### config.mk
export PLATFORM = sky130hd
export DESIGN_NAME = keypad_scan_ctrl
export DESIGN_NICKNAME = d
export VERILOG_FILES = /design/src/rtl/keypad_pkg.sv /design/src/rtl/cycle_timer.sv /design/src/rtl/keypad_scan_ctrl.sv
export SDC_FILE = /design/constraint.sdc
export NUM_CORES = 1
export LEC_CHECK = 0
export BUFFER_PORTS_ARGS = -buffer_cell sky130_fd_sc_hd__buf_2
export CAP_MARGIN = 20
export CORE_UTILIZATION = 45
export CTS_BUF_LIST = sky130_fd_sc_hd__clkbuf_8
export DETAILED_ROUTE_END_ITERATION = 16
export PLACE_DENSITY = 0.71
export SYNTH_ARGS = -nofsm -noshare
export SYNTH_HDL_FRONTEND = slang
export SYNTH_SLANG_ARGS = --single-unit
### constraint.sdc
create_clock -name clk -period 3 [get_ports clk]
set_clock_uncertainty 0.1 [all_clocks]
set_input_delay 0.3 -clock clk [delete_from_list [all_inputs] [get_ports clk]]
set_output_delay 0.3 -clock clk [all_outputs]
set_load 0.02 [all_outputs]
### src/rtl/keypad_pkg.sv
// keypad_pkg: shared types and helpers for the 4x4 keypad scan controller.
// Contents: FSM state enum, column reset pattern, key map, and one-hot helpers
// used by the controller for row/column decoding.
package keypad_pkg;

  typedef enum logic [2:0] {
    SCAN,
    DEBOUNCE,
    CONFIRM,
    EMIT,
    HOLD
  } state_e;

  localparam logic [3:0] COL_RESET = 4'b0001;

  // Physical keypad legend, row-major:
  //   r0: 1 2 3 A   r1: 4 5 6 B   r2: 7 8 9 C   r3: E 0 F D
  function automatic logic [3:0] key_map(input logic [1:0] row_idx,
                                         input logic [1:0] col_idx);
    logic [3:0] code;
    case ({row_idx, col_idx})
      4'b00_00: code = 4'h1;
      4'b00_01: code = 4'h2;
      4'b00_10: code = 4'h3;
      4'b00_11: code = 4'hA;
      4'b01_00: code = 4'h4;
      4'b01_01: code = 4'h5;
      4'b01_10: code = 4'h6;
      4'b01_11: code = 4'hB;
      4'b10_00: code = 4'h7;
      4'b10_01: code = 4'h8;
      4'b10_10: code = 4'h9;
      4'b10_11: code = 4'hC;
      4'b11_00: code = 4'hE;
      4'b11_01: code = 4'h0;
      4'b11_10: code = 4'hF;
      default:  code = 4'hD;
    endcase
    return code;
  endfunction

  // True when exactly one bit is set; zero and multi-row (ghosting) both fail.
  function automatic bit onehot4(input logic [3:0] v);
    return (v != 4'd0) && ((v & (v - 4'd1)) == 4'd0);
  endfunction

  // Index of the set bit in a one-hot nibble (only meaningful for one-hot input).
  function automatic logic [1:0] idx4(input logic [3:0] v);
    logic [1:0] idx;
    case (v)
      4'b0010: idx = 2'd1;
      4'b0100: idx = 2'd2;
      4'b1000: idx = 2'd3;
      default: idx = 2'd0;
    endcase
    return idx;
  endfunction

  // Column advance: 1000 wraps back to 0001.
  function automatic logic [3:0] rotl4(input logic [3:0] v);
    return {v[2:0], v[3]};
  endfunction

endpackage

### src/rtl/cycle_timer.sv
// cycle_timer: free-running modulo-LIMIT counter with a terminal-count strobe.
// Ports: clk, reset (async, active-high), clear (sync, wins over enable),
//        enable (count this cycle), done (comb: enabled cycle at count LIMIT-1).
module cycle_timer #(
  parameter int unsigned LIMIT = 4,
  parameter int unsigned WIDTH = $clog2(LIMIT + 1)
) (
  input  logic clk,
  input  logic reset,
  input  logic clear,
  input  logic enable,
  output logic done
);

  localparam logic [WIDTH-1:0] TERM = WIDTH'(LIMIT - 1);

  logic [WIDTH-1:0] cnt_q;
  logic [WIDTH-1:0] cnt_d;
  logic             at_term;

  assign at_term = (cnt_q == TERM);
  assign done    = enable && !clear && at_term;

  // Wraps to zero on its own at terminal count so back-to-back periods need
  // no explicit clear from the owner.
  always_comb begin
    cnt_d = cnt_q;
    if (clear) begin
      cnt_d = '0;
    end else if (enable) begin
      cnt_d = at_term ? '0 : cnt_q + WIDTH'(1);
    end
  end

  always_ff @(posedge clk or posedge reset) begin
    if (reset) begin
      cnt_q <= '0;
    end else begin
      cnt_q <= cnt_d;
    end
  end

endmodule

### src/rtl/keypad_scan_ctrl.sv
// keypad_scan_ctrl: 4x4 keypad column scan, press/release debounce, and one
// key event per press over a valid/ready handshake.
// Ports: clk, reset (async, active-high), rows (synchronized, active-high),
//        cols (one-hot drive), key_code/key_valid/key_ready (event handshake),
//        key_held (accepted key still down). All outputs are registered.
// SCAN_DIV must be >= 2 and DEBOUNCE_CYCLES >= 1.
module keypad_scan_ctrl
  import keypad_pkg::*;
#(
  parameter int unsigned SCAN_DIV        = 48000,
  parameter int unsigned DEBOUNCE_CYCLES = 960000
) (
  input  logic       clk,
  input  logic       reset,
  input  logic [3:0] rows,
  output logic [3:0] cols,
  output logic [3:0] key_code,
  output logic       key_valid,
  input  logic       key_ready,
  output logic       key_held
);

  localparam int unsigned CNT_MAX = (SCAN_DIV > DEBOUNCE_CYCLES) ? SCAN_DIV : DEBOUNCE_CYCLES;
  localparam int unsigned CNT_W   = $clog2(CNT_MAX + 1);

  state_e     state_q;
  logic [3:0] cols_q;
  logic [3:0] code_q;
  logic       valid_q;
  logic       held_q;
  logic [1:0] row_idx_q;
  logic [1:0] col_idx_q;

  logic       rows_zero;
  logic       row_match;
  logic       div_en;
  logic       div_clear;
  logic       div_done;
  logic       tmr_en;
  logic       tmr_clear;
  logic       tmr_done;

  assign rows_zero = (rows == 4'd0);
  assign row_match = (rows == (4'b0001 << row_idx_q));

  // Divider only runs in SCAN and sits at zero elsewhere, so every entry to
  // SCAN starts a full column period.
  assign div_en    = (state_q == SCAN);
  assign div_clear = (state_q != SCAN);

  // One timer serves both press debounce and release debounce. It is held at
  // zero outside those states so it always starts fresh on entry; in HOLD any
  // nonzero row sample restarts the release window.
  assign tmr_en    = (state_q == DEBOUNCE) || ((state_q == HOLD) && rows_zero);
  assign tmr_clear = !((state_q == DEBOUNCE) || (state_q == HOLD)) ||
                     ((state_q == HOLD) && !rows_zero);

  cycle_timer #(
    .LIMIT (SCAN_DIV),
    .WIDTH (CNT_W)
  ) u_div (
    .clk    (clk),
    .reset  (reset),
    .clear  (div_clear),
    .enable (div_en),
    .done   (div_done)
  );

  cycle_timer #(
    .LIMIT (DEBOUNCE_CYCLES),
    .WIDTH (CNT_W)
  ) u_tmr (
    .clk    (clk),
    .reset  (reset),
    .clear  (tmr_clear),
    .enable (tmr_en),
    .done   (tmr_done)
  );

  always_ff @(posedge clk or posedge reset) begin
    if (reset) begin
      state_q   <= SCAN;
      cols_q    <= COL_RESET;
      code_q    <= 4'd0;
      valid_q   <= 1'b0;
      held_q    <= 1'b0;
      row_idx_q <= 2'd0;
      col_idx_q <= 2'd0;
    end else begin
      case (state_q)
        SCAN: begin
          if (div_done) begin
            if (onehot4(rows)) begin
              // Exactly one row active: remember the key position and keep
              // this column driven through debounce and hold.
              row_idx_q <= idx4(rows);
              col_idx_q <= idx4(cols_q);
              state_q   <= DEBOUNCE;
            end else begin
              // Idle or ambiguous (multiple rows): move on to the next column.
              cols_q <= rotl4(cols_q);
            end
          end
        end

        DEBOUNCE: begin
          if (tmr_done) begin
            state_q <= CONFIRM;
          end
        end

        CONFIRM: begin
          if (row_match) begin
            code_q  <= key_map(row_idx_q, col_idx_q);
            valid_q <= 1'b1;
            state_q <= EMIT;
          end else begin
            // Bounce or release during debounce: rescan the same column.
            state_q <= SCAN;
          end
        end

        EMIT: begin
          // Event is committed once confirmed; releasing the key here does
          // not withdraw it.
          if (key_ready) begin
            valid_q <= 1'b0;
            held_q  <= 1'b1;
            state_q <= HOLD;
          end
        end

        HOLD: begin
          if (tmr_done) begin
            held_q  <= 1'b0;
            cols_q  <= rotl4(cols_q);
            state_q <= SCAN;
          end
        end

        default: begin
          state_q <= SCAN;
          cols_q  <= COL_RESET;
          valid_q <= 1'b0;
          held_q  <= 1'b0;
        end
      endcase
    end
  end

  assign cols      = cols_q;
  assign key_code  = code_q;
  assign key_valid = valid_q;
  assign key_held  = held_q;

endmodule

==> out/summary.txt, run 1 <==
Status: complete, no violations
# IOs: 17
Slowest stage delay, CP: 390 ps
Most frequent cells in the layout: nor2_1 (57), dfrtp_1 (56), xor2_1 (20)
Rows: 29
Routed wire length: 5.752 mm
Synth warn: 0
Number of synthesized flops with an enable pin: 0
Leakage: 1.508 nW
#FFs+latches synth: 57
CORE AREA: 6531 sq um
Worst-Skew Late Latency: 330 ps
Layout cells sized above 1: 13.43%
Synth Flop Type: dfrtp_1
N_diodes: 0
Synth unique cells: 50
DR vias: 2358
Initial Utilization: 47.76%
Syn Inst Count: 328
Worst-path clk slew: 70 ps
Delay-heaviest family, CP: simple AND/OR/NAND/NOR gates
Worst EP required: 3120 ps
# port buffers: 16
Filler cell count: 600
Chip width: 85.26 um
Initial antenna violation count: 0
Largest net degree at the start of global routing: 27
Clk sinks: 57
CP Capture Type: flop
Vias/cell: 5.522
First-pass GRT wire length: 10.49 mm
Router iterations before antenna repair: 4
GP Congestion: 0.8226
Relative slew slack: 48.61%
Unrepaired setup endpoints after global routing: no
1st-iter DRT viols: 110
Endpoints failing hold: 0
Post-Synthesis Net Count: 342
Max Cap Viol: 0
Final period util: 76.61%
Worst VDD drop: 0.3698 mV
WP data arrival: 2420 ps
Power, Total: 0.002006 W
Final Critical Period: 2298 ps
Most common cell after layout, fill and taps aside: nor2_1
Post-synth top area share: 44.93%
Post-route DRC: 0
Area grow syn2layout: 10.63%
Seq/Total Area, Yosys: 45.77%
Number of global-route vias before repair: 2349
Hold WC Path Type: in -> reg
Worst Path Max Fanout: 9
Post-route ant nets: 0
Worst path slowest cell: dfrtp_1
Gr usage total: 18.10%
Endpoints failing setup: 0
H-tree depth: 3
Total Die Area: 7268 sq um
TritonCTS buffer count: 9
Max Buffers Root-to-Sink: 2
Syn_area_per_cell: 9.510 sq um
TritonCTS clock tree: built
Largest cells by area after synthesis: dfrtp_1 (45%), nor2_1 (6.9%), xor2_1 (5.6%)
Fmax: 435.1 MHz
DP HPWL: 4.046 mm
Synth area leader: dfrtp_1
Worst path cell trace: ha_1 > and4_1 > and3_1 > and3_1 > nor2b_1 > mux2_2
Wire per inst: 13.47 um
Nets@finish: 359
Die Height: 85.26 um
GRT Residual Overflow: 0
Buf/Inv on CP: 0
Measured slew at the worst slew-check pin: 763.8 ps
Post-Syn Area: 3119 sq um
Slew Limit Fails: 0
PwrDens: 581.2 nW/um^2
Clock root buffer: clkbuf_8
Critical Path Most Common Cell: and3_1
# resized after CTS: 0
Crit path launch type: flop
Crit Path Category: reg -> reg
Setup TNS: 0 ps
Synth async-reset ratio: 100.0%
cell families after synthesis:
| family | Yosys count | share of synthesized area [%] |
|---|---|---|
| and+or+nand+nor | 156 | 25.67 |
| DFF | 57 | 45.77 |
| xor gates and xnor gates | 39 | 10.95 |
| AOI/OAI and AO/OA | 31 | 6.940 |
| buffers and inverters | 27 | 3.891 |
| muxes | 11 | 3.971 |
| adders and majority gates | 7 | 2.808 |
cell type report:
cell class                      instances  area [sq um]  area share, %
Clock buffer                           10         137.6          3.988
Clock inverter                          6         57.56          1.668
Inverter                               13         48.80          1.414
Multi-Input combinational cell        244          1570          45.50
Sequential cell                        57          1428          41.37
Tap cell                               77         96.34          2.792
Timing Repair Buffer                   20         112.6          3.263
registers in the layout (all words and copies together) (netlist names):
| name | flops |
|---|---|
| key_held | 1 |
| key_code | 4 |
| col_idx_q | 2 |
| row_idx_q | 2 |
| cols | 4 |
| key_valid | 1 |
| state_q | 3 |
| u_div.cnt_q | 20 |
| u_tmr.cnt_q | 20 |
report_power, final:
group          total (W)  internal [W]  switching (W)
logic           0.000374      0.000132       0.000241
clock network   0.000698      0.000400       0.000299
registers       0.000934      0.000849      0.0000843
total            0.00201       0.00138       0.000624
routing by layer:
layer	track usage (%)	share of wire (%)
met3	3.405	2.2
met2	29.11	47
met5	0	0
met1	24.23	49
met4	7.424	1.5
repair_timing:
item | 4_1_cts | 5_1_grt
setup buffers | 0 | 0
hold buffers | 1 | 0
endpoints found under the hold margin | 14 | 0
synth_stat cells (all sizes together) (2+ instances only):
library cell,count
a21oi,9
a22oi,2
a31oi,4
and3,9
and4,8
and4b,2
buf,7
clkbuf,7
dfrtp,56
ha,7
inv,13
mux2,5
mux2i,6
nand2,19
nand3,19
nand4,10
nor2,57
nor2b,3
nor3,13
nor3b,2
nor4,4
o211ai,2
o21ai,7
or3,2
xnor2,19
xor2,20
path summary, 6_finish.rpt:
path                            cells past startpoint  slack [ps]            from              to
worst max-delay path                                6         700  u_div.cnt_q[0]    col_idx_q[0]
worst min-delay path                                3         210       key_ready      state_q[2]
worst max register to register                      6         700  u_div.cnt_q[0]    col_idx_q[0]
worst min register to register                      1         390  u_div.cnt_q[0]  u_div.cnt_q[0]
max in group asynchronous                           4        1730           reset         cols[0]
min in group asynchronous                           3         380           reset  u_tmr.cnt_q[5]
through the flow:
stage,cells,cell area [sq um],setup WS (ps),utilization [%],hold slack (ps)
after floorplan,328,3119,933.4,-,346.9
after global placement,410,3246,801.3,49.69,179.9
after detailed placement,410,3246,739.1,49.69,183.3
after CTS,427,3451,718.4,52.84,191.9
after global routing,427,3451,560.6,52.84,217.5
final,427,3451,701.6,52.84,211.9
tightest hold or removal path, delay by kind of cell:
kind / cells / cell delay [ps]
and+or+nand+nor: 1 / 80
AOI/OAI and AO/OA: 1 / 80
buffers and inverters: 1 / 130
No activity file was read; power rests on OpenSTA's default activity.
==> run 2, diff against run 1 <==
- ABC_AREA: not set -> 1
- PLACE_DENSITY: 0.71 -> 0.73
- clock period: 3 -> 2 ns (I/O delays scaled with it)
==> out/summary.txt, run 2 <==
CORE AREA: 7253 sq um
Post-route DRC: 0
Worst Path Max Fanout: 13
Number of global-route vias before repair: 2653
Post-CTS setup buffers: 0
GRT Residual Overflow: 0
Syn Inst Count: 438
Synth cell count leaders: nand2_1 (91), inv_1 (59), nor2_1 (59), dfrtp_1 (56), nand3_1 (21)
Layout cells sized above 1: 16.24%
N_diodes: 0
Worst-Skew Late Latency: 340 ps
Post-Syn Area: 3367 sq um
GP Congestion: 0.8746
Worst EP required: 2160 ps
Clock root buffer: clkbuf_8
Crit Path Category: reg -> reg
Seq/Total Area, Yosys: 42.40%
Delay-heaviest family, CP: simple AND/OR/NAND/NOR gates
Largest net degree at the start of global routing: 58
Initial antenna violation count: 0
Syn_area_per_cell: 7.687 sq um
Relative slew slack: 63.65%
Most frequent cells in the layout: nand2_1 (91), nor2_1 (59), inv_1 (58), dfrtp_1 (56), nand3_1 (21)
Endpoints failing setup: 0
Unrepaired setup endpoints after global routing: no
Initial Utilization: 46.42%
Endpoints failing hold: 0
Measured slew at the worst slew-check pin: 540.2 ps
Largest cells by area after synthesis: dfrtp_1 (42%), nand2_1 (10%), inv_1 (6.6%)
Routed wire length: 6.636 mm
Worst path slowest cell: dfrtp_1
CP Capture Type: flop
Critical Path Most Common Cell: nand3_1
Placed cell areas: 3552 sq um
TritonCTS buffer count: 9
Hold WC Path Type: in -> reg
Slew Limit Fails: 0
Most common cell after layout, fill and taps aside: nand2_1
TritonCTS clock tree: built
Area grow syn2layout: 13.15%
Slowest stage delay, CP: 390 ps
Die Height: 88.50 um
Clk sinks: 57
Vias/cell: 5.037
Post-Synthesis Net Count: 452
Wire per inst: 11.70 um
Total Die Area: 7832 sq um
Nets@finish: 477
# IOs: 17
Worst-path clk slew: 70 ps
Worst VDD drop: 0.4145 mV
Final period util: 87.82%
DP HPWL: 4.822 mm
# port buffers: 16
Synth Flop Type: dfrtp_1
Post-synth top area share: 41.62%
WP data arrival: 1910 ps
Synth warn: 0
Number of synthesized flops with an enable pin: 0
Leakage: 1.781 nW
#FFs+latches synth: 57
Gr usage total: 18.85%
Synth area leader: dfrtp_1
PwrDens: 1015 nW/um^2
Worst path cell trace: ha_1 > nand3_1 > nor2_1 > nand3_1 > nand2_4 > inv_2 > o21ai_0 > a21oi_1
Count leader, synth: nand2_1
H-tree depth: 3
1st-iter DRT viols: 137
Router iterations before antenna repair: 4
Final Critical Period: 1756 ps
First-pass GRT wire length: 11.37 mm
Fmax: 569.4 MHz
Synth unique cells: 39
Buf/Inv on CP: 1
Post-route ant nets: 0
DR vias: 2856
Status: complete, no violations
Crit path launch type: flop
Synth async-reset ratio: 100.0%
Rows: 31
Max Buffers Root-to-Sink: 2
Setup TNS: 0 ps
Max Cap Viol: 0
Biggest regs: u_div.cnt_q: 20 flops, u_tmr.cnt_q: 20 flops
Chip width: 88.50 um
Fin area: 3810 sq um
==> run 2: cell types whose count changed in the layout (fill, tap and decap cells not counted), sizes merged, moves of 8 or more <==
| cell | before | now |
|---|---|---|
| nand2 | 19 | 101 |
| inv | 13 | 66 |
| o21ai | 7 | 31 |
| xor2 | 20 | 3 |
| xnor2 | 19 | 3 |
| nor2 | 57 | 72 |
| a21oi | 9 | 23 |
| and3 | 9 | 1 |
| and4 | 8 | 0 |
==> run 2: where the power goes <==
part | internal [W] | leakage (nW) | switching [W]
Combinational | 0.000347 | 0.890 | 0.000764
Sequential | 0.00130 | 0.775 | 0.000129
Clock | 0.000827 | 0.115 | 0.000500
Total | 0.00247 | 1.78 | 0.00139
==> run 2: timing repair <==
item,CTS,global route
endpoints found under the setup margin,0,10
hold buffers,1,0
resized for setup,0,1
hold endpoints to repair,56,0
==> run 2: worst paths after layout <==
path                                startpoint             end  slack (ps)  cells past startpoint
min in group asynchronous                reset  u_div.cnt_q[0]         350                      4
worst max register to register  u_div.cnt_q[0]  u_div.cnt_q[2]         240                      8
worst min register to register  u_div.cnt_q[0]  u_div.cnt_q[0]         360                      1
max in group asynchronous                reset         cols[0]        1160                      4
worst min-delay path                 key_ready        key_held          60                      3
worst max-delay path            u_div.cnt_q[0]  u_div.cnt_q[2]         240                      8
==> run 2: worst register-to-register path: cells and delay by family, from the launching register on <==
kind	cells	cell delay [ps]
flops	1	390
compound gates	2	250
buf+inv	1	210
simple gates	4	470
fa+ha+maj	1	280
==> run 2: cell type report <==
class / instances / area (sq um)
Clock buffer: 9 / 123.9
Clock inverter: 7 / 118.9
Fill cell: 670 / 3443
Inverter: 67 / 251.5
Multi-Input combinational cell: 310 / 1654
Sequential cell: 57 / 1428
Tap cell: 99 / 123.9
Timing Repair Buffer: 18 / 110.1
==> run 2: cells by family after synthesis <==
family	count (synthesis)	synth area share (%)
xor gates and xnor gates	6	1.561
DFF	57	42.40
buffers and inverters	71	8.621
and+or+nand+nor	236	34.52
AOI/OAI and AO/OA	61	10.29
adders and majority gates	7	2.601
==> run 2: per-layer routing <==
metal | wire length (um) | track usage [%] | vias up
met2 | 3134 | 31.12 | 54
met5 | 0 | 0 | -
met4 | 67 | 6.598 | 0
met3 | 267 | 5.970 | 6
met1 | 3166 | 23.24 | 1338
li1 | - | - | 1458
==> run 2: stage by stage <==
stage	worst slack [ps]	instances	util [%]	hold slack, ps	power [W]
after floorplan	302.0	438	-	274.6	0.002319
after global placement	239.5	550	48.97	183.6	0.002520
after detailed placement	147.9	550	48.97	185.5	0.002557
after CTS	130.5	567	52.46	45.01	0.003892
after global routing	11.82	567	52.53	45.11	0.004111
final	243.7	567	52.53	61.01	0.003866
